==> config.mk <==
export PLATFORM = sky130hd
export DESIGN_NAME = lcd_msg_arbiter
export DESIGN_NICKNAME = d
export VERILOG_FILES = /design/src/rtl/lcd_msg_arbiter.sv
export SDC_FILE = /design/constraint.sdc
export NUM_CORES = 1
export LEC_CHECK = 0
export CAP_MARGIN = 40
export CORE_AREA = 2 2 611 613
export CTS_CLUSTER_DIAMETER = 80
export DETAILED_ROUTE_END_ITERATION = 10
export DIE_AREA = 0 0 613 615
export SLEW_MARGIN = 25
export SYNTH_ARGS = -nofsm -noshare
export SYNTH_HDL_FRONTEND = slang
export SYNTH_SLANG_ARGS = --single-unit
==> constraint.sdc <==
create_clock -name clk_25MHz -period 10.23 [get_ports clk_25MHz]
set_clock_uncertainty 0.05 [all_clocks]
set_input_delay 2.046 -clock clk_25MHz [delete_from_list [all_inputs] [get_ports clk_25MHz]]
set_output_delay 2.046 -clock clk_25MHz [all_outputs]
set_load 0.005 [all_outputs]
==> src/rtl/lcd_msg_arbiter.sv <==
// ---------------------------------------------------------------------------
// lcd_msg_arbiter
//   Shares the two 16-character LCD_module row buffers between a default text
//   source (live debug text) and NREQ event-message requesters. A fixed-priority
//   arbiter grants one message at a time and holds it on screen for HOLD_CYCLES
//   cycles. When nothing is shown, the default rows pass through with one cycle
//   of latency.
//
//   Handshake: a requester raises req[i] and keeps it high. The arbiter answers
//   with a one-cycle ack[i] pulse. The message text is captured on the same
//   edge that raises ack[i]. The requester drops req[i] on the edge that samples
//   ack[i]=1. While ack[j] is high, source j is not eligible, so a late drop
//   never causes a second grant. Dropping req before ack withdraws the request.
//
// Ports
//   clk_25MHz   in   system clock
//   reset_n     in   synchronous, active-low reset
//   dflt_row_a  in   default top row, char0 in [127:120]
//   dflt_row_b  in   default bottom row
//   req         in   level request per source, index 0 = highest priority
//   msg_row_a   in   packed top-row text, source i at [128*i +: 128]
//   msg_row_b   in   packed bottom-row text
//   cancel      in   abort the displayed message and return to default text
//   ack         out  one-cycle grant pulse per source
//   row_A       out  top row to LCD_module
//   row_B       out  bottom row to LCD_module
//   busy        out  1 while a message is displayed
//   cur_src     out  index of the displayed source (valid while busy)
//   dbg_state   out  FSM state (0 = IDLE, 1 = SHOW)
// ---------------------------------------------------------------------------
module lcd_msg_arbiter #(
    parameter int NREQ        = 4,
    parameter int HOLD_CYCLES = 25_000_000,
    parameter int PREEMPT     = 1,
    parameter int MIN_SHOW    = 6_250_000,
    localparam int SRC_W      = (NREQ > 1) ? $clog2(NREQ) : 1
) (
    input  logic                  clk_25MHz,
    input  logic                  reset_n,
    input  logic [127:0]          dflt_row_a,
    input  logic [127:0]          dflt_row_b,
    input  logic [NREQ-1:0]       req,
    input  logic [NREQ*128-1:0]   msg_row_a,
    input  logic [NREQ*128-1:0]   msg_row_b,
    input  logic                  cancel,
    output logic [NREQ-1:0]       ack,
    output logic [127:0]          row_A,
    output logic [127:0]          row_B,
    output logic                  busy,
    output logic [SRC_W-1:0]      cur_src,
    output logic                  dbg_state
);

    localparam int TIMER_W = $clog2(HOLD_CYCLES);
    localparam int SHOWN_W = $clog2(MIN_SHOW + 1);
    localparam logic [TIMER_W-1:0] TIMER_LOAD = TIMER_W'(HOLD_CYCLES - 1);
    localparam logic [SHOWN_W-1:0] SHOWN_MAX  = SHOWN_W'(MIN_SHOW);
    localparam logic [127:0]       QMARK_ROW  = {16{8'h3F}};

    typedef enum logic {
        IDLE = 1'b0,
        SHOW = 1'b1
    } state_t;

    state_t               state;
    logic [TIMER_W-1:0]   timer;   // cycles left after the current one
    logic [SHOWN_W-1:0]   shown;   // cycles visible so far, saturates at MIN_SHOW

    logic [NREQ-1:0]      elig;
    logic                 any_elig;
    logic [SRC_W-1:0]     win_idx;
    logic [127:0]         win_row_a;
    logic [127:0]         win_row_b;
    logic                 preempt_ok;
    logic                 do_grant;

    assign dbg_state = state;

    // Lowest eligible index wins. A source whose ack is high this cycle is
    // excluded so that its still-high req is not granted a second time.
    always_comb begin
        elig      = req & ~ack;
        any_elig  = |elig;
        win_idx   = '0;
        win_row_a = '0;
        win_row_b = '0;
        for (int i = NREQ - 1; i >= 0; i--) begin
            if (elig[i]) begin
                win_idx   = SRC_W'(i);
                win_row_a = msg_row_a[128*i +: 128];
                win_row_b = msg_row_b[128*i +: 128];
            end
        end
    end

    // Only a strictly higher-priority source may cut in, and only after the
    // current message has been visible for MIN_SHOW cycles.
    always_comb begin
        preempt_ok = (PREEMPT != 0) && (shown >= SHOWN_MAX) && any_elig && (win_idx < cur_src);
        do_grant   = 1'b0;
        if (!cancel) begin
            if (state == IDLE || timer == '0) begin
                do_grant = any_elig;
            end else begin
                do_grant = preempt_ok;
            end
        end
    end

    always_ff @(posedge clk_25MHz) begin
        if (!reset_n) begin
            state   <= IDLE;
            timer   <= '0;
            shown   <= '0;
            ack     <= '0;
            busy    <= 1'b0;
            cur_src <= '0;
            row_A   <= QMARK_ROW;
            row_B   <= QMARK_ROW;
        end else begin
            ack <= '0;
            if (cancel) begin
                state <= IDLE;
                busy  <= 1'b0;
                timer <= '0;
                shown <= '0;
                row_A <= dflt_row_a;
                row_B <= dflt_row_b;
            end else if (do_grant) begin
                state        <= SHOW;
                busy         <= 1'b1;
                cur_src      <= win_idx;
                ack[win_idx] <= 1'b1;
                timer        <= TIMER_LOAD;
                shown        <= SHOWN_W'(1);
                row_A        <= win_row_a;
                row_B        <= win_row_b;
            end else if (state == IDLE || timer == '0) begin
                // Idle pass-through, or expiry with nobody waiting.
                state <= IDLE;
                busy  <= 1'b0;
                row_A <= dflt_row_a;
                row_B <= dflt_row_b;
            end else begin
                timer <= timer - 1'b1;
                if (shown != SHOWN_MAX) begin
                    shown <= shown + 1'b1;
                end
            end
        end
    end

endmodule
==> flow_summary.ini, run 1 <==
[cts]
clockBufferDepth = 3
cts_hold_repair.buffers = 0
cts_root_buffer = sky130_fd_sc_hd__clkbuf_16
cts_made_buffers = 57
post_cts.repair.setup_buffers = 0
clock_tree.htree_level_count = 2
cts_repair_resize_count = 0
clkSlewWorstSetupHoldPaths_ns = 0.06
cts_sinks = 311
clock_tree_from_tritoncts = yes
clk-insertion-delay-late_ns = 0.76

[die]
dieHeight_um = 615
placement_rows = 224
initial_cell_density_of_the_core_pct = 5.09
design.die.area_um2 = 377000
chipWidth_um = 613
core-area_um2 = 371000
io-pin-count = 1551

[detailed_routing]
postRouteAntennaNets = 0
detail_route.wirelength_um = 348000
firstDrtPassIters = 6
first_iteration_detailed_routing_drc_count = 2774
drc_errors = 0
routed-via-count = 30000
routedWlPerCell_um = 39.0
vias_per_cell = 3.36

[finish]
layout-drive-gt1-share_pct = 7.53
post_route_insts_no_fill = 8927
area_growth_syn_to_layout_pct = 126
final_nets = 5047
final_design_area_no_fill_um2 = 42700
postLayoutCoreUtil_pct = 11.5

[setup_path]
reg2reg_to = row_A[23]
rrSetupSlack_ns = 5.74
timing.critical_path.arrival_ns = 6.10
rr_startpoint = ack[0]
ff2ff_path_depth = 12
cp-end-kind = flop
timing.critical_path.required_ns = 10.77
cp-startpoint = req[0]
setup.worst_path.start_class = primary input
critical_setup_path_class = primary input to flop
critical_path.endpoint = row_A[23]
crit_path_max_fanout = 40

[place]
finalWeightedCongestion = 0.924
io_buffer_count = 1550
hpwl_reported_at_the_end_of_detailed_placement_um = 308000
dp_worst_setup_slack_ns = 3.81
place.detailed.instances = 8666
placed_cell_area_um2 = 40400

[timing]
finalWorstSetupSlack_ns = 4.67
worst_pin_slew_ns = 1.35
maxClockFrequency_mhz = 180
final_period_minus_worst_setup_slack_ns = 5.56
fin_worst_hold_slack_ns = 0.446
timing.final.hold_violations = 0
grt_setup_unrepaired = no
maxSlewViolCount = 0
setup_tns_ns = 0
max-slew-margin-rel_pct = 10.1
setup_viol = 0
timing.final.crit_share_pct = 54.4

[power]
cellPowerDensity_nw_per_um2 = 124
cellLeakagePower_nw = 13.0
peakVddDrop_mv = 0.133
finalPower_mw = 5.27

[status]
result_of_the_run = finished, final reports clean

[job]
maxCapViolations = 0

[synthesis]
synthesis.area_per_instance_um2 = 8.02
post_synth_inst_count = 2352
ys_types = 56
synth_seq_cells = 311
synth-seq-area-share_pct = 33.0
synth-edff-count = 0
async_flop_share_pct = 0
syn_nets = 3644
synth_top_flop_cell = sky130_fd_sc_hd__dfxtp_1
synthesis.area_um2 = 18900
yosys_warnings = 0

[grt]
grt_antenna_before_repair = 367
grt_pass1_vias = 28000
grt.total_usage_pct = 17.7
grt_start_max_net_pins = 137
overflow_left_after_global_routing = 0
grt_pass1_wl_um = 410000

[worst_hold_path]
min-delay-path-class = flop to flop
[logic make-up after synthesis]
group,Yosys count,share of synthesized area [%]
xor gates and xnor gates,42,1.95
AOI/OAI and AO/OA,1199,45.0
DFF,311,33.0
buffers and inverters,322,7.85
adders and majority gates,5,0.331
and+or+nand+nor,473,11.9
[flip-flops by register name (all words and copies together), names as in the netlist]
register / count
shown: 23
cur_src: 2
dbg_state: 1
ack: 4
row_A: 128
timer: 25
row_B: 128
[how the worst min path moves through the flow]
stage | cells past startpoint | slack, ns | end | start
2_1_floorplan | 2 | 0.40 | timer[8] | timer[8]
3_3_place_gp | 2 | 0.43 | timer[8] | timer[8]
3_5_place_dp | 2 | 0.43 | timer[8] | timer[8]
4_1_cts | 2 | 0.44 | timer[8] | timer[8]
5_1_grt | 2 | 0.48 | timer[6] | timer[6]
6_report | 2 | 0.45 | timer[8] | timer[8]
[worst max-delay path, stage by stage]
cell and delay (ns):
sky130_fd_sc_hd__clkdlybuf4s50_1 0.49, sky130_fd_sc_hd__nand2b_4 0.27, sky130_fd_sc_hd__buf_4 0.39, sky130_fd_sc_hd__nand2_4 0.09
sky130_fd_sc_hd__nor2_1 0.13, sky130_fd_sc_hd__ha_1 0.23, sky130_fd_sc_hd__o21ai_0 0.07, sky130_fd_sc_hd__a31oi_1 0.13
sky130_fd_sc_hd__o31a_4 0.59, sky130_fd_sc_hd__nor3_4 0.17, sky130_fd_sc_hd__buf_4 0.46, sky130_fd_sc_hd__buf_4 0.68
sky130_fd_sc_hd__a221oi_1 0.21
[final cells by class]
| class | instances | area (µm²) |
|---|---|---|
| inverter | 12 | 45.0 |
| antenna | 155 | 388 |
| fill | 42600 | 328000 |
| tap | 4972 | 6220 |
| clock buffer | 67 | 1500 |
| timing repair buffer | 1654 | 16600 |
| clock inverter | 37 | 398 |
| multi-input combinational | 1719 | 11300 |
| sequential | 311 | 6230 |
[layout by cell type (no fill, tap or decap), types with 19 or more instances in the layout]
master                            instances
sky130_fd_sc_hd__clkdlybuf4s50_1       1548
sky130_fd_sc_hd__o22ai_1                384
sky130_fd_sc_hd__dfxtp_1                311
sky130_fd_sc_hd__nor3_1                 211
sky130_fd_sc_hd__o21ai_0                201
sky130_fd_sc_hd__a221oi_1               191
sky130_fd_sc_hd__o21ai_1                186
sky130_fd_sc_hd__diode_2                155
sky130_fd_sc_hd__nor2_1                 104
sky130_fd_sc_hd__nand2_1                 82
sky130_fd_sc_hd__buf_4                   72
sky130_fd_sc_hd__o221ai_1                65
sky130_fd_sc_hd__a221o_1                 64
sky130_fd_sc_hd__a221oi_2                64
sky130_fd_sc_hd__clkbuf_16               57
sky130_fd_sc_hd__a21oi_1                 24
sky130_fd_sc_hd__xor2_1                  23
sky130_fd_sc_hd__xnor2_1                 19
[cell usage after synthesis (11+ instances only)]
master,n,area [µm²]
sky130_fd_sc_hd__inv_1,12,45.0
sky130_fd_sc_hd__o22ai_1,384,2400
sky130_fd_sc_hd__a221oi_1,195,1710
sky130_fd_sc_hd__buf_4,17,128
sky130_fd_sc_hd__buf_2,53,265
sky130_fd_sc_hd__a221oi_2,60,901
sky130_fd_sc_hd__nor4_1,11,68.8
sky130_fd_sc_hd__nand3_1,13,65.1
sky130_fd_sc_hd__dfxtp_1,311,6230
sky130_fd_sc_hd__buf_6,19,214
sky130_fd_sc_hd__o21ai_1,186,931
sky130_fd_sc_hd__nand4_1,17,106
sky130_fd_sc_hd__o221ai_1,65,569
sky130_fd_sc_hd__xnor2_1,19,166
sky130_fd_sc_hd__a21oi_1,24,120
sky130_fd_sc_hd__nand2_1,84,315
sky130_fd_sc_hd__o21ai_0,202,1010
sky130_fd_sc_hd__nor3_1,211,1060
sky130_fd_sc_hd__xor2_1,23,201
sky130_fd_sc_hd__a221o_1,64,641
sky130_fd_sc_hd__nor2_1,105,394
sky130_fd_sc_hd__clkbuf_1,216,811
[power breakdown]
group	switching (mW)	total, mW	internal, mW
clock network	0.898	2.06	1.17
registers	0.0670	1.38	1.31
logic	0.992	1.83	0.840
total	1.96	5.27	3.32
[layer usage]
| metal | wire [µm] | GRT usage, % | share of wire [%] |
|---|---|---|---|
| met1 | 129000 | 19.2 | 37 |
| met2 | 159000 | 28.7 | 46 |
| met3 | 46900 | 10.5 | 13 |
| met4 | 12100 | 5.61 | 3.5 |
| met5 | 1040 | 0 | 0.30 |
Power figures use the tool's default switching activity.
==> run 2, diff against run 1 <==
--- a/config.mk
+++ b/config.mk
@@ -6,10 +6,10 @@
 export NUM_CORES = 1
 export LEC_CHECK = 0
 export CAP_MARGIN = 40
-export CORE_AREA = 2 2 611 613
+export CORE_AREA = 2 2 601 603
 export CTS_CLUSTER_DIAMETER = 80
 export DETAILED_ROUTE_END_ITERATION = 10
-export DIE_AREA = 0 0 613 615
+export DIE_AREA = 0 0 603 605
 export SLEW_MARGIN = 25
 export SYNTH_ARGS = -nofsm -noshare
 export SYNTH_HDL_FRONTEND = slang
==> constraint.sdc (replaced) <==
create_clock -name clk_25MHz -period 5.6 [get_ports clk_25MHz]
set_clock_uncertainty 0.05 [all_clocks]
set_input_delay 1.12 -clock clk_25MHz [delete_from_list [all_inputs] [get_ports clk_25MHz]]
set_output_delay 1.12 -clock clk_25MHz [all_outputs]
set_load 0.005 [all_outputs]
==> run 2 against run 1 <==
Against the previous run:
- clock power up 99%
- final cell count down 2.9%
- combinational power up 80%
- worst hold slack better by 0.00082 ns
- wire length down 2.5%
- sequential power up 83%
- global-route usage up 0.057 points
- critical path depth down 5
- first-iteration DRC count down 4.5%
- core utilization up 0.37 points
- highest routed layer unchanged
==> flow_summary.ini, run 2 (synthesized netlist as in run 1, its figures left out) <==
[status]
result_of_the_run = finished, final reports clean

[finish]
largestRegisters = row_A x128, row_B x128, timer x25
postLayoutCoreUtil_pct = 11.9
layout-drive-gt1-share_pct = 7.77
final_nets = 5050
fillers = 41000
mostFrequentLayoutCell = sky130_fd_sc_hd__clkdlybuf4s50_1
area_growth_syn_to_layout_pct = 125
highest_count_cells_in_the_layout_ignoring_fill_and_taps = sky130_fd_sc_hd__clkdlybuf4s50_1, sky130_fd_sc_hd__o22ai_1, sky130_fd_sc_hd__dfxtp_1

[die]
core-area_um2 = 358000
placement_rows = 220
design.die.area_um2 = 365000
dieHeight_um = 605
chipWidth_um = 603
initial_cell_density_of_the_core_pct = 5.27
io-pin-count = 1551

[cts]
cts_repair_resize_count = 0
clkSlewWorstSetupHoldPaths_ns = 0.06
cts_hold_repair.buffers = 0
clockBufferDepth = 3
cts_made_buffers = 60
cts_root_buffer = sky130_fd_sc_hd__clkbuf_16
clock_tree_from_tritoncts = yes
cts_sinks = 311
clk-insertion-delay-late_ns = 0.79
clock_tree.htree_level_count = 2
post_cts.repair.setup_buffers = 0

[setup_path]
reg2reg_to = row_A[102]
timing.critical_path.arrival_ns = 4.87
cp-startpoint = req[2]
cp-end-kind = flop
setup.worst_path.start_class = primary input
max_stage_delay_ns = 0.62
timing.critical_path.required_ns = 6.26
rrSetupSlack_ns = 1.87
rr_startpoint = ack[2]
crit_path_max_fanout = 51
critical_setup_path_class = primary input to flop
critical-path-slowest-cell = sky130_fd_sc_hd__buf_4
worstPathCellList = clkdlybuf4s50_1 > nor2b_4 > buf_4 > buf_4 > buf_4 > a221o_1 > o221ai_1 > a221oi_2
critical_path.most_common_cell = sky130_fd_sc_hd__buf_4
critical_path.endpoint = row_A[102]
ff2ff_path_depth = 7

[timing]
setup_tns_ns = 0
grt_setup_unrepaired = no
final_period_minus_worst_setup_slack_ns = 4.21
maxClockFrequency_mhz = 237
timing.final.hold_violations = 0
maxSlewViolCount = 0
setup_viol = 0
worst_pin_slew_ns = 1.05
max-slew-margin-rel_pct = 29.7
timing.final.crit_share_pct = 75.3

[detailed_routing]
detail_route.wirelength_um = 339000
vias_per_cell = 3.45
drc_errors = 0
firstDrtPassIters = 6
routedWlPerCell_um = 39.2
routed-via-count = 29900
postRouteAntennaNets = 0
first_iteration_detailed_routing_drc_count = 2650

[grt]
overflow_left_after_global_routing = 0
grt_pass1_vias = 27700
grt.total_usage_pct = 17.8
grt_antenna_before_repair = 357
grt_start_max_net_pins = 125
grt_pass1_wl_um = 399000

[power]
peakVddDrop_mv = 0.249
cellLeakagePower_nw = 13.2
cellPowerDensity_nw_per_um2 = 233

[job]
maxCapViolations = 0

[place]
hpwl_reported_at_the_end_of_detailed_placement_um = 299000
io_buffer_count = 1550
finalWeightedCongestion = 0.923

[worst_hold_path]
min-delay-path-class = flop to flop
run 2: cell count changes in the layout (fill, tap and decap cells not counted), moves of 4 or more:
cell                         change
sky130_fd_sc_hd__clkinv_2        -5
sky130_fd_sc_hd__clkbuf_8        +5
sky130_fd_sc_hd__clkinvlp_4      +4
sky130_fd_sc_hd__clkinv_4        +5
sky130_fd_sc_hd__buf_8           -6
sky130_fd_sc_hd__diode_2        -67
sky130_fd_sc_hd__buf_12         +11
run 2: worst max-delay path: cells and delay by family:
| family | cells | cell delay, ns |
|---|---|---|
| buffers and inverters | 4 | 2.13 |
| AND/OR/NAND/NOR | 1 | 0.15 |
| AO/OA/AOI/OAI | 3 | 1.27 |
run 2: how the worst min path moves through the flow:
| stage | slack (ns) | depth (start not counted) | end | start |
|---|---|---|---|---|
| 2_1_floorplan | 0.40 | 2 | timer[8] | timer[8] |
| 3_3_place_gp | 0.43 | 2 | timer[8] | timer[8] |
| 3_5_place_dp | 0.43 | 2 | timer[8] | timer[8] |
| 4_1_cts | 0.44 | 2 | timer[8] | timer[8] |
| 5_1_grt | 0.46 | 2 | timer[8] | timer[8] |
| 6_report | 0.45 | 2 | timer[8] | timer[8] |
run 2: through the flow:
stage          power (mW)  cell area, µm²  instances  worst slack [ns]  hold slack [ns]
2_1_floorplan        3.48           18900       2352              1.87            0.404
3_3_place_gp         5.88           40000       8453             0.489            0.428
3_5_place_dp         5.91           40200       8467             0.566            0.433
4_1_cts              10.2           42300       8580              1.46            0.443
5_1_grt              10.3           42400       8622              1.39            0.460
6_report             9.92           42500       8670              1.39            0.447
run 2: where the power goes:
part | total (mW) | internal (mW) | switching [mW]
combinational | 3.29 | 1.53 | 1.76
clock | 4.10 | 2.39 | 1.71
sequential | 2.52 | 2.39 | 0.125
run 2: layout make-up:
| type | count | area (µm²) | share of cell area (%) |
|---|---|---|---|
| multi-input cells | 1719 | 11300 | 26.5 |
| diodes | 88 | 220 | 0.518 |
| flip-flops and latches | 311 | 6230 | 14.6 |
| clock inverters | 39 | 478 | 1.12 |
| clock buffers | 74 | 1640 | 3.87 |
| well taps | 4773 | 5970 | 14.0 |
| repair buffers | 1654 | 16700 | 39.2 |
| inverters | 12 | 45.0 | 0.106 |
run 2: layer usage:
metal	wire, µm	vias to the layer above	share of wire (%)	global-route usage [%]
met5	1150	-	0.34	0
met2	157000	2072	46	29.3
met1	124000	14400	36	19.0
li1	-	12500	-	-
met4	10800	172	3.2	4.79
met3	47100	716	14	10.9
